[src/rtl/mem_ctrl.sv]
// ---------------------------------------------------------------------------
// mem_ctrl
//
// Single-port byte-wide RAM controller and arbiter between instruction fetch
// (IF) and the MEM stage. One request is accepted at a time and serialised
// into 1..4 byte-wide RAM cycles. 32-bit data is assembled or split
// little-endian. Each requester sees a status (INIT/BUSY/DONE) that it uses to
// raise or drop its stall request.
//
// Optional feature macro: IO_BUFFER_STALL_EN
//   When defined, an extra input io_buffer_full holds off writes to the I/O
//   addresses 0x30000 and 0x30004 while the I/O buffer is full.
//
// Ports:
//   clk            system clock, all state on rising edge
//   rst            asynchronous active-high reset
//   rdy            global enable, low freezes all state
//   io_buffer_full I/O buffer full (only with IO_BUFFER_STALL_EN)
//   if_req         IF requests a 4-byte read
//   if_addr        IF fetch address
//   if_data        fetched word, held until the next IF read completes
//   if_status      IF status: 00 INIT, 01 BUSY, 10 DONE
//   mem_rw         MEM request: 00 none, 01 read, 10 write, 11 none
//   mem_addr       MEM byte address
//   mem_wdata      MEM store data, low bytes used
//   mem_times      MEM byte count 1, 2 or 4 (anything else means 4)
//   mem_rdata      MEM load data, zero-extended, held until next MEM read
//   mem_status     MEM status: 00 INIT, 01 BUSY, 10 DONE
//   ram_din        RAM read byte, valid one cycle after its address
//   ram_dout       RAM write byte
//   ram_a          RAM byte address
//   ram_wr         RAM write strobe (1 = write, 0 = read)
// ---------------------------------------------------------------------------
module mem_ctrl #(
   parameter int ADDR_W = 32
) (
   input  logic              clk,
   input  logic              rst,
   input  logic              rdy,
`ifdef IO_BUFFER_STALL_EN
   input  logic              io_buffer_full,
`endif
   input  logic              if_req,
   input  logic [ADDR_W-1:0] if_addr,
   output logic [31:0]       if_data,
   output logic [1:0]        if_status,
   input  logic [1:0]        mem_rw,
   input  logic [ADDR_W-1:0] mem_addr,
   input  logic [31:0]       mem_wdata,
   input  logic [2:0]        mem_times,
   output logic [31:0]       mem_rdata,
   output logic [1:0]        mem_status,
   input  logic [7:0]        ram_din,
   output logic [7:0]        ram_dout,
   output logic [ADDR_W-1:0] ram_a,
   output logic              ram_wr
);

   typedef enum logic [1:0] {
      IDLE  = 2'b00,
      READ  = 2'b01,
      WRITE = 2'b10,
      DONE  = 2'b11
   } state_t;

   localparam logic [1:0] ST_INIT = 2'b00;
   localparam logic [1:0] ST_BUSY = 2'b01;
   localparam logic [1:0] ST_DONE = 2'b10;

   state_t            state;
   state_t            state_next;

   logic              serve_mem;
   logic [ADDR_W-1:0] addr_q;
   logic [31:0]       wdata_q;
   logic [31:0]       rbuf;
   logic [31:0]       rbuf_next;
   logic [2:0]        n_q;
   logic [2:0]        cnt;
   logic [2:0]        mem_n;
   logic [1:0]        cap_idx;
   logic [1:0]        wr_idx;
   logic              mem_rd_req;
   logic              mem_wr_req;
   logic              read_last;
   logic              write_last;
   logic              stall;

   assign mem_rd_req = (mem_rw == 2'b01);
   assign mem_wr_req = (mem_rw == 2'b10);

   // Byte counts other than 1 and 2 fall back to a full word.
   always_comb begin
      case (mem_times)
         3'd1:    mem_n = 3'd1;
         3'd2:    mem_n = 3'd2;
         default: mem_n = 3'd4;
      endcase
   end

`ifdef IO_BUFFER_STALL_EN
   // ram_a always holds addr+k during WRITE, so it is the address under test.
   assign stall = (state == WRITE) && io_buffer_full &&
                  ((ram_a == ADDR_W'(32'h0003_0000)) ||
                   (ram_a == ADDR_W'(32'h0003_0004)));
`else
   assign stall = 1'b0;
`endif

   // In READ, cnt counts cycles spent in the state. Address k goes out while
   // cnt == k and its byte arrives while cnt == k+1, so the final byte is
   // captured when cnt reaches n.
   assign read_last  = (state == READ) && (cnt == n_q);
   // In WRITE, cnt is the index of the byte currently on the RAM bus.
   assign write_last = (state == WRITE) && !stall && ((cnt + 3'd1) == n_q);

   // cnt is 1..4 whenever a byte is captured; 4 wraps to lane 3.
   assign cap_idx = cnt[1:0] - 2'd1;
   assign wr_idx  = cnt[1:0] + 2'd1;

   // Merge the byte arriving this cycle into the assembly buffer.
   always_comb begin
      rbuf_next = rbuf;
      rbuf_next[{cap_idx, 3'b000} +: 8] = ram_din;
   end

   // State register.
   always_ff @(posedge clk or posedge rst) begin
      if (rst) begin
         state <= IDLE;
      end else begin
         state <= state_next;
      end
   end

   // Next-state logic; MEM wins arbitration over IF.
   always_comb begin
      state_next = state;
      if (rdy) begin
         case (state)
            IDLE: begin
               if (mem_rd_req) begin
                  state_next = READ;
               end else if (mem_wr_req) begin
                  state_next = WRITE;
               end else if (if_req) begin
                  state_next = READ;
               end
            end
            READ: begin
               if (read_last) begin
                  state_next = DONE;
               end
            end
            WRITE: begin
               if (write_last) begin
                  state_next = DONE;
               end
            end
            default: begin
               state_next = IDLE;
            end
         endcase
      end
   end

   // Datapath: request latching, RAM address/data sequencing, byte assembly.
   always_ff @(posedge clk or posedge rst) begin
      if (rst) begin
         serve_mem <= 1'b0;
         addr_q    <= '0;
         wdata_q   <= '0;
         rbuf      <= '0;
         n_q       <= '0;
         cnt       <= '0;
         ram_a     <= '0;
         ram_dout  <= '0;
         if_data   <= '0;
         mem_rdata <= '0;
      end else if (rdy) begin
         case (state)
            IDLE: begin
               if (mem_rd_req || mem_wr_req) begin
                  serve_mem <= 1'b1;
                  addr_q    <= mem_addr;
                  wdata_q   <= mem_wdata;
                  n_q       <= mem_n;
                  ram_a     <= mem_addr;
                  ram_dout  <= mem_wdata[7:0];
                  cnt       <= '0;
                  rbuf      <= '0;
               end else if (if_req) begin
                  serve_mem <= 1'b0;
                  addr_q    <= if_addr;
                  n_q       <= 3'd4;
                  ram_a     <= if_addr;
                  cnt       <= '0;
                  rbuf      <= '0;
               end
            end
            READ: begin
               cnt <= cnt + 3'd1;
               if (cnt != 3'd0) begin
                  rbuf <= rbuf_next;
               end
               if ((cnt + 3'd1) < n_q) begin
                  ram_a <= addr_q + ADDR_W'(cnt) + ADDR_W'(1);
               end
               if (read_last) begin
                  if (serve_mem) begin
                     mem_rdata <= rbuf_next;
                  end else begin
                     if_data <= rbuf_next;
                  end
               end
            end
            WRITE: begin
               if (!stall && !write_last) begin
                  cnt      <= cnt + 3'd1;
                  ram_a    <= addr_q + ADDR_W'(cnt) + ADDR_W'(1);
                  ram_dout <= wdata_q[{wr_idx, 3'b000} +: 8];
               end
            end
            default: begin
            end
         endcase
      end
   end

   // Status and write-strobe decode from the current state.
   always_comb begin
      if_status  = ST_INIT;
      mem_status = ST_INIT;
      ram_wr     = 1'b0;
      case (state)
         READ, WRITE: begin
            if (serve_mem) begin
               mem_status = ST_BUSY;
            end else begin
               if_status = ST_BUSY;
            end
            ram_wr = (state == WRITE) && !stall;
         end
         DONE: begin
            if (serve_mem) begin
               mem_status = ST_DONE;
            end else begin
               if_status = ST_DONE;
            end
         end
         default: begin
         end
      endcase
   end

endmodule

[config.mk]
export PLATFORM = sky130hd
export DESIGN_NAME = mem_ctrl
export DESIGN_NICKNAME = d
export VERILOG_FILES = /design/src/rtl/mem_ctrl.sv
export SDC_FILE = /design/constraint.sdc
export NUM_CORES = 1
export LEC_CHECK = 0
export ABC_AREA = 1
export BUFFER_PORTS_ARGS = -buffer_cell sky130_fd_sc_hd__buf_2
export CORE_MARGIN = 1.5
export CORE_UTILIZATION = 54
export DETAILED_ROUTE_END_ITERATION = 6
export PLACE_DENSITY_LB_ADDON = 0.3
export REMOVE_ABC_BUFFERS = 1
export SYNTH_ARGS = -nofsm -noshare
export SYNTH_HDL_FRONTEND = slang
export SYNTH_SLANG_ARGS = --single-unit
[constraint.sdc]
create_clock -name clk -period 9.3 [get_ports clk]
set_clock_uncertainty 0.2 [all_clocks]
set_input_delay 2.79 -clock clk [delete_from_list [all_inputs] [get_ports clk]]
set_output_delay 2.79 -clock clk [all_outputs]
set_load 0.005 [all_outputs]
# Word level (Yosys, flattened, before mapping)
# Index checks and enable logic that the tools add are counted.
[op_classes]
add_sub_neg = 6
n_lt_le_gt_ge = 1
eq_ne = 17
shifts = 3
mux = 35
n_bitwise = 1
reduce_logical = 19
[ops]
columns = ["op", "n"]
rows = [
  ["$mux 32", 7],
  ["$pmux 32 s3", 1],
  ["$pmux 32 s2", 1],
  ["$add 32x1->32 const B", 1],
  ["$add 32x3->32", 1],
  ["$bwmux 32", 1],
  ["$shift 8x7->32 const A", 1],
  ["$shiftx 32x6->8", 1],
  ["$shiftx 8x7->32", 1],
  ["$reduce_and 4->1", 6],
  ["$mux 8", 2],
  ["$pmux 8 s2", 1],
  ["$mux 3", 5],
  ["$mux 2", 7],
  ["$pmux 3 s3", 1],
  ["$ne 2x2->1 const B", 4],
  ["$pmux 2 s2", 2],
  ["$neg 5->7", 1],
  ["$eq 2x2->1 const B", 3],
  ["$eq 3x3->1", 2],
  ["$pmux 2 s3", 1],
  ["$pmux 3 s2", 1],
  ["$reduce_and 3->1", 2],
  ["$reduce_bool 2->1", 3],
  ["18 further kinds", 26],
]
[word_totals]
regBits = 209
inputBits = 113
word_cells = 93

# Longest topological paths before layout
[depth]
ltp_word = 6
mapped_depth = 15
depth_no_buf = 13

# Least setup slack after synthesis
# OpenSTA, ideal clock, no wires.
[synth_timing]
path_type = "in2reg"
startpoint = "input port mem_rw[0]"
endpoint = "register wdata_q[0]"
setup_time_ps = 125
arrival_ps = 4078
required_ps = 8975
path_slack_ps = 4897
stages = 7
n_path_buf = 2
path_cell_list = "inv_1 > ha_1 > buf_6 > clkinv_1 > nand2_2 > buf_2 > mux2_2"
[synth_between]
elab_chain_len = 3
[synth_rtl]
columns = ["item", "line_no", "source"]
rows = [
  ["start: declaration", "47", "input logic [1:0] mem_rw,"],
  ["$eq 2x1->1 or $eq 2x2->1 (tied branches)", "89, 90", ""],
  ["$logic_or 1x1->1 *", "183", "if (mem_rd_req || mem_wr_req) begin"],
  ["$reduce_and 3->1 (no line) *", "--", ""],
  ["end signal: assignment", "186", "wdata_q <= mem_wdata;"],
  ["end: declaration", "75", "logic [31:0] wdata_q;"],
]
# Every way passes the cells marked *; elsewhere a longest branch is shown, timed or not.
# A chain may end at the register's enable or synchronous reset.

# Worst setup path in the final report
[layout_timing]
startpoint = "input port mem_rw[0]"
endpoint = "register ram_dout[4]"
[layout_between]
elab_chain_len = 4
[layout_rtl]
columns = ["item", "line_no", "source"]
rows = [
  ["$eq 2x1->1 or $eq 2x2->1 (tied branches)", "89, 90", ""],
  ["$logic_or 1x1->1 *", "183", ""],
  ["$ne 2x2->1 (no line) *", "--", ""],
  ["$reduce_and 4->1 (no line) *", "--", ""],
  ["end signal: assignment", "189", "ram_dout <= mem_wdata[7:0];"],
  ["end signal: assignment", "221", "ram_dout <= wdata_q[{wr_idx, 3'b000} +: 8];"],
  ["end: declaration", "54", "output logic [7:0] ram_dout,"],
]
# Marked as above.

==> run summary <==
Outcome: finished clean
Max-cap violation count: 0
Post-CTS Hold Buffers: 0
DRC: 0
Post-synth top flop: dfrtp_1
Final min period: 6040 ps
Share of cells above drive strength 1: 0.197
Final design utilization: 0.662
Area leader, netlist: dfrtp_1
Post-route ant nets: 0
Peak supply drop: 0.000192 V
Final setup viols: 0
Crit path capture type: flop
GRT Total Usage: 0.263
Final cycle utilization of the critical path: 0.649
Async S/R FF share, synth: 1.00
CP Max Fanout: 44
Gate Count Post-Synth: 1321
Switching part of the total: 0.393
Synth top area cells: dfrtp_1 50%, nand2_1 12%, o21ai_0 5.9%
RSZ-0062 raised after global routing: no
Clk buf depth: 3
Post-CTS Resized: 0
Net Sw Power: 1.56 mW
CP arrival: 6220 ps
Core box area: 18900 µm²
WS Path Type: in2reg
Hold slack: 273 ps
Die W: 142 µm
Sequential area share after synthesis: 0.498
DIE AREA: 20300 µm²
Yosys reg bits: 209
Final #Nets: 1645
# IOs: 222
Ys Warns: 0
Via count: 9570
Via/cell ratio: 5.36
Max Clock Freq: 166 MHz
Pre-antenna DRT Iters: 5
Critical Path Source Type: input port
Avg Cell Area, Syn: 7.94 µm²
Initial antenna violation count: 0
Worst Tran Pin Value: 1220 ps
Ant. Diodes: 0
Cts bufs inserted: 22
Logic pwr share: 0.386
Netlist Area Pre-Place: 10500 µm²
Die height: 142 µm
Most common cell after layout, fill and taps aside: nand2_1
Grt ovf: 0
CTS sink cnt: 209
Highest-count cells in the layout ignoring fill and taps: 339 x nand2_1, 221 x buf_2, 209 x dfrtp_1
WL/cell: 14.9 µm
Flop pwr share: 0.373
Initial Util: 0.555
First-pass GRT wire length: 43.6 mm
CTS root buffer: clkbuf_16
Row count: 50
Fin area: 12500 µm²
Synth cell types: 32
Number of enable flip-flop cells after synthesis: 0
Largest net degree at the start of global routing: 124
Clk_lat worst skew: 490 ps
Internal power: 2.41 mW
Post-DP Area: 11700 µm²
Synth top area share: 0.498
# port buffers: 221
Setup repair bufs after CTS: 0
Power Dens Cells: 318 nW/µm²
Post-Route WL: 26.7 mm
CTS HTree Levels: 1
Vias in the first global route: 8854
Final Max Tran Viols: 0
Clk pwr share: 0.241
Hold Vio Cnt, Final: 0
GPL Wtd Cong: 0.937
TritonCTS clock tree: done
Initial drt markers: 697
Crit path required time: 9480 ps
Slew margin rel.: 0.187
Setup TNS: 0 ps
Worst Hold Class: reg2reg
Hpwl dp: 18.0 mm
LEAKAGE: 6.26 nW
Synth-to-Final Area Change: 19.1%
Clk slew on worst S/H paths: 70 ps
routing by layer:
layer  wire [µm]  GRT usage  part of all wire  up-vias
met5           0          0                 0        -
met4         730     0.0912             0.027        0
met3        1470     0.0296             0.055       54
met2       12700      0.437              0.48      352
met1       11700      0.360              0.44     4477
li1            -          -                 -     4687
worst max-delay path, stage by stage:
cell and delay, ps:
buf_2 90, inv_1 40, ha_1 260, buf_4 350
clkinv_1 900, nand2_2 1110, nand2_1 140, nand2_2 210
inv_2 120, o211ai_1 110, nand2_1 70
power by group through the flow:
stage,registers [mW],clock network (mW),logic (mW)
2_1_floorplan,1.44,0,1.00
3_3_place_gp,1.48,0,1.48
3_5_place_dp,1.49,0,1.52
4_1_cts,1.47,0.974,1.53
5_1_grt,1.52,1.01,1.74
6_report,1.48,0.956,1.53
cell usage after synthesis (all sizes together) (11+ instances only):
master  count
nand3b     11
clkbuf     31
a31oi      36
mux2       24
a21oi      61
o22ai      33
nand2     342
buf        31
o21ai     130
nand3      89
ha         19
nor2      133
dfrtp     209
inv       146
registers in the layout, indices dropped and copies added, names as in the netlist:
| name | cells |
|---|---|
| mem_rdata | 32 |
| state | 2 |
| serve_mem | 1 |
| addr_q | 32 |
| wdata_q | 32 |
| rbuf | 32 |
| if_data | 32 |
| ram_a | 32 |
| ram_dout | 8 |
| n_q | 3 |
| cnt | 3 |
logic make-up (layout without fill, tap and decap cells):
logic type	count (synthesis)	count (layout)	synth area share
simple gates	582	582	0.226
compound gates	269	269	0.141
buf+inv	211	415	0.0798
flops	209	209	0.498
mux	24	24	0.0258
fa+ha+maj	20	20	0.0246
xor+xnor	6	6	0.00501
worst paths after layout:
| kind | startpoint | to | slack (ps) | cells after the start |
|---|---|---|---|---|
| min | ram_a[24] | ram_a[24] | 270 | 2 |
| min in group asynchronous | rst | if_data[14] | 2270 | 2 |
| max in group asynchronous | rst | mem_rdata[9] | 5050 | 3 |
| max reg2reg | cnt[0] | ram_a[6] | 5160 | 10 |
| min reg2reg | ram_a[24] | ram_a[24] | 270 | 2 |
| max | mem_rw[0] | ram_dout[4] | 3260 | 11 |
area by class of cell:
type / count / area, µm²
Tap cell: 260 / 325
Fill cell: 1645 / 6390
Clock inverter: 9 / 170
Clock buffer: 28 / 614
Multi-Input combinational cell: 901 / 4430
Timing Repair Buffer: 229 / 1170
Inverter: 149 / 567
Sequential cell: 209 / 5230
per-stage QoR:
step | power, mW | setup slack [ps] | std cells
after global routing | 4.27 | 2770 | 1785
after global placement | 2.96 | 2800 | 1748
after floorplan | 2.44 | 601 | 1259
after detailed placement | 3.01 | 2690 | 1748
after CTS | 3.98 | 3210 | 1785
final | 3.97 | 3260 | 1785
No activity file was read; power rests on OpenSTA's default activity.
